### src/rtl/signal_branch.sv
// signal_branch: registered branch-taken strobe decoded from InsM[15:8] and PSW Z/C.
// Optional macro SIGNAL_BRANCH_JUMP_EN: JMP/JALrl/JALrr/JR also force Branch=1.
module signal_branch (
  input  logic       clk,
  input  logic       Rst,
  input  logic [1:0] PSW_NZC,
  input  logic [7:0] InsM,
  output logic       Branch
);

  typedef enum logic [3:0] {
    COND_BNE = 4'b0000,
    COND_BEQ = 4'b0001,
    COND_BCS = 4'b0010,
    COND_BCC = 4'b0011,
    COND_BAL = 4'b1110
  } cond_e;

  localparam logic [3:0] OP_BRANCH = 4'b1100;
`ifdef SIGNAL_BRANCH_JUMP_EN
  // Jumps occupy 10000-10011, so only the top three opcode bits matter.
  localparam logic [2:0] OP_JUMP_HI = 3'b100;
`endif

  logic [3:0] opcode;
  logic [3:0] cond;
  logic       flag_z;
  logic       flag_c;
  logic       branch_d;
  logic       branch_q;

  assign opcode = InsM[7:4];
  assign cond   = InsM[3:0];
  assign flag_z = PSW_NZC[1];
  assign flag_c = PSW_NZC[0];

  // An unknown opcode makes the if-condition non-true, so branch_d keeps its 0 default.
  always_comb begin
    branch_d = 1'b0;
    if (opcode == OP_BRANCH) begin
      case (cond)
        COND_BNE: branch_d = ~flag_z;
        COND_BEQ: branch_d = flag_z;
        COND_BCS: branch_d = flag_c;
        COND_BCC: branch_d = ~flag_c;
        COND_BAL: branch_d = 1'b1;
        default:  branch_d = 1'b0;
      endcase
    end
`ifdef SIGNAL_BRANCH_JUMP_EN
    if (InsM[7:5] == OP_JUMP_HI) begin
      branch_d = 1'b1;
    end
`endif
  end

  always_ff @(posedge clk or negedge Rst) begin
    if (!Rst) begin
      branch_q <= 1'b0;
    end else begin
      branch_q <= branch_d;
    end
  end

  assign Branch = branch_q;

endmodule

### config.mk
export PLATFORM = sky130hd
export DESIGN_NAME = signal_branch
export DESIGN_NICKNAME = d
export VERILOG_FILES = /design/src/rtl/signal_branch.sv
export SDC_FILE = /design/constraint.sdc
export NUM_CORES = 1
export LEC_CHECK = 0
export ABC_AREA = 1
export CORE_AREA = 2 2 39 41
export DETAILED_ROUTE_END_ITERATION = 8
export DIE_AREA = 0 0 41 43
export GPL_TIMING_DRIVEN = 0
export PLACE_DENSITY = 0.3
export SYNTH_ARGS = -nofsm -noshare
export SYNTH_HDL_FRONTEND = slang
export SYNTH_SLANG_ARGS = --single-unit
### constraint.sdc
create_clock -name clk -period 1.1 [get_ports clk]
set_input_delay 0.165 -clock clk [delete_from_list [all_inputs] [get_ports clk]]
set_output_delay 0.165 -clock clk [all_outputs]
set_load 0.01 [all_outputs]
==> After elaboration in Yosys (flattened, before gate mapping) <==
Index checks and enable logic that the tools add are counted.
{ "word_totals": {"regBits": 1, "in_bits": 12, "output_inout_bits": 1, "elab_cells": 11} }
{ "op_classes": {"n_eq_ne": 5, "muxes": 2, "bitwise_logic": 2, "reduce_logical": 1} }
{ "ops": {"columns": ["cell", "n"], "rows": [
  ["$eq 4x2->1 const B", 2],
  ["$eq 4x4->1 const B", 2],
  ["$pmux 1 s5", 1],
  ["$eq 4x1->1 const B", 1],
  ["$logic_not 4->1", 1],
  ["$not 1->1", 2],
  ["$mux 1", 1]
]} }

==> Depth between registers and ports, before layout <==
{ "logic_depth": {"word_depth": 3, "depth_mapped": 5} }

==> Worst setup path before layout <==
OpenSTA, ideal clock, no wires.
{ "synth_timing": {"path_kind": "input to register", "from": "input port InsM[1]", "to": "register branch_q (netlist: Branch)", "arrival_ns": 0.483, "setup_slack_ns": 0.544, "stages": 5, "path_buffers": 0, "cell_sequence": "inv_1 > nand2_1 > nand3_2 > nand3_2 > a21oi_2"} }
{ "synth_via": {"elab_chain_len": 3} }
{ "synth_rtl": {"columns": ["item", "line", "rtl"], "rows": [
  ["from (decl)", "7", "input logic [7:0] InsM,"],
  ["$eq 4x4->1, or another cell as far along", "41", "case (cond)"],
  ["$pmux 1 s5 *", "41", null],
  ["$mux 1 *", "40", "if (opcode == OP_BRANCH) begin"],
  ["via branch_d", "29", "logic branch_d;"],
  ["to (signal assigned)", "61", "branch_q <= branch_d;"],
  ["to (decl)", "30", "logic branch_q;"]
]} }
The timed path passes the listed nets; every way through them passes the cells marked *.

==> Final worst setup path <==
{ "layout_timing": {"from": "input port InsM[3]", "to": "register branch_q (netlist: Branch)"} }
Same word-level chain as after synthesis.

==> flow_metrics.env <==
export IMPL_run_status="finished clean"
export IMPL_io_pins=13
export IMPL_p_leak_nw=0.132
export IMPL_worstPathRequired_ns=1.02
export IMPL_grt_pass1_wl_um=448
export IMPL_grt_pass1_vias=120
export IMPL_fin_setup_tns_ns=0
export IMPL_p_per_area_nw_per_um2=383
export IMPL_largest_register_ffs=1
export IMPL_drc=0
export IMPL_finalInstanceArea_sq_um=254
export IMPL_die_area_sq_um=1760
export IMPL_period_needed_ns=1.02
export IMPL_relSlewSlack_pct=91.6
export IMPL_yosysWarnings=0
export IMPL_antenna_cells=0
export IMPL_syn_area_sq_um=108
export IMPL_postCtsSetupBuffers=0
export IMPL_clkSlewWorstSetupHoldPaths_ns=0
export IMPL_hold_path_class="input port to async pin"
export IMPL_cp_arrival_ns=0.94
export IMPL_postSynthAreaPerCell_sq_um=6.33
export IMPL_grt_setup_unrepaired="no"
export IMPL_max_freq_mhz=985
export IMPL_grt_util_all_layers_pct=3.50
export IMPL_drtIter0Drc=2
export IMPL_fillers=159
export IMPL_period_share_pct=92.3
export IMPL_num_rows=14
export IMPL_synth_seq_area_share_pct=23.3
export IMPL_hold_ws_ns=0.319
export IMPL_syn_nets=29
export IMPL_vdd_drop_max_mv=0.0854
export IMPL_numPortBuffers=12
export IMPL_drive_gt1_share_pct=13.8
export IMPL_power_mw=0.0972
export IMPL_synthCells=17
export IMPL_setup_viol=0
export IMPL_crit_path_start_kind="input port"
export IMPL_area_growth_pct=136
export IMPL_drv_slew=0
export IMPL_coreArea_sq_um=1380
export IMPL_final_core_util_pct=18.4
export IMPL_ant_nets=0
export IMPL_gp_congestion=0.561
export IMPL_vias_per_cell=3.20
export IMPL_grt_overflow=0
export IMPL_grt_max_degree=5
export IMPL_fp_dieH_um=43
export IMPL_drt_wirelength_per_cell_um=7.36
export IMPL_end_kind="flop"
export IMPL_routed_wirelength_um=331
export IMPL_crit_fanout=2
export IMPL_post_dp_cell_area_sq_um=248
export IMPL_initial_core_util_pct=7.78
export IMPL_tightestPinTransition_ns=0.125
export IMPL_yosys_register_bits=1
export IMPL_cts_hold_buf=0
export IMPL_dr_total_vias=144
export IMPL_nets=43
export IMPL_hold_violations=0
export IMPL_maxCapViolations=0
export IMPL_antenna_found_initial=0
export IMPL_dr_pass1_iters=2
export IMPL_yosysUniqueCellTypes=8
export IMPL_hpwl_um=304
export IMPL_die_x_um=41
export IMPL_path_class="input port to flop"
-- cell usage after synthesis, drive strengths merged --
cell   count  area, sq um
inv        4         15.0
nand4      1         6.26
nand2      4         15.0
nand3      4         30.0
nor2       2         7.51
dfrtp      1         25.0
a21oi      1         8.76
-- cell type report --
type	count	area [sq um]	share of cell area, %
tap	16	20.0	7.88
inverter	4	15.0	5.91
multi-input combinational	12	67.6	26.6
timing repair buffer	12	126	49.8
sequential	1	25.0	9.85
-- worst max-delay path, stage by stage --
cell and delay, ns:
clkdlybuf4s50_1 0.41, nor2_1 0.14, nand3_2 0.09, a21oi_2 0.13
-- cell families (layout without fill, tap and decap cells) --
logic type | count (synthesis) | in the layout | share of synthesized area, %
AND/OR/NAND/NOR | 11 | 11 | 54.7
flip-flops | 1 | 1 | 23.3
buffers and inverters | 4 | 16 | 13.9
AO/OA/AOI/OAI | 1 | 1 | 8.14
-- timing repair --
action                     4_1_cts  5_1_grt
gates resized for setup          1        4
setup endpoints to repair        1        1
pin swaps                        0        1
-- routing by layer --
metal / up-vias / routed length (um) / global-route usage, % / share of wire (%)
met1: 53 / 119 / 4.14 / 36
met5: - / 0 / 0 / 0
met4: 0 / 0 / 0 / 0
met3: 0 / 91 / 1.57 / 27
met2: 13 / 119 / 5.94 / 36
li1: 78 / - / - / -
-- how the worst max path moves through the flow --
| stage | cells past startpoint | startpoint | end |
|---|---|---|---|
| CTS | 5 | PSW_NZC[0] | Branch |
| global placement | 6 | InsM[1] | Branch |
| finish | 4 | InsM[3] | Branch |
| floorplan | 5 | InsM[1] | Branch |
| detailed placement | 6 | InsM[1] | Branch |
| global route | 4 | InsM[3] | Branch |
-- stage by stage --
step,setup slack [ns],instances
after floorplan,0.544,17
after global placement,-0.0240,45
after detailed placement,-0.0419,45
after CTS,0.0230,45
after global routing,0.0105,45
final,0.0850,45
-- where the power goes --
part	total [mW]	internal, mW	leakage, nW	switching [mW]
Clock	0	0	0	0
Sequential	0.0378	0.0378	0.0139	0.0000681
Combinational	0.0593	0.0391	0.118	0.0202
Total	0.0972	0.0769	0.132	0.0203
-- cells in the final DEF, fill, tap and decap left out, types with 2 or more instances in the layout --
cell and count:
clkdlybuf4s50_1 8, dlymetal6s2s_1 3, inv_1 3, nand2_1 4, nand3_1 2, nand3_2 2, nor2_1 2
No activity file was read; power rests on OpenSTA's default activity.
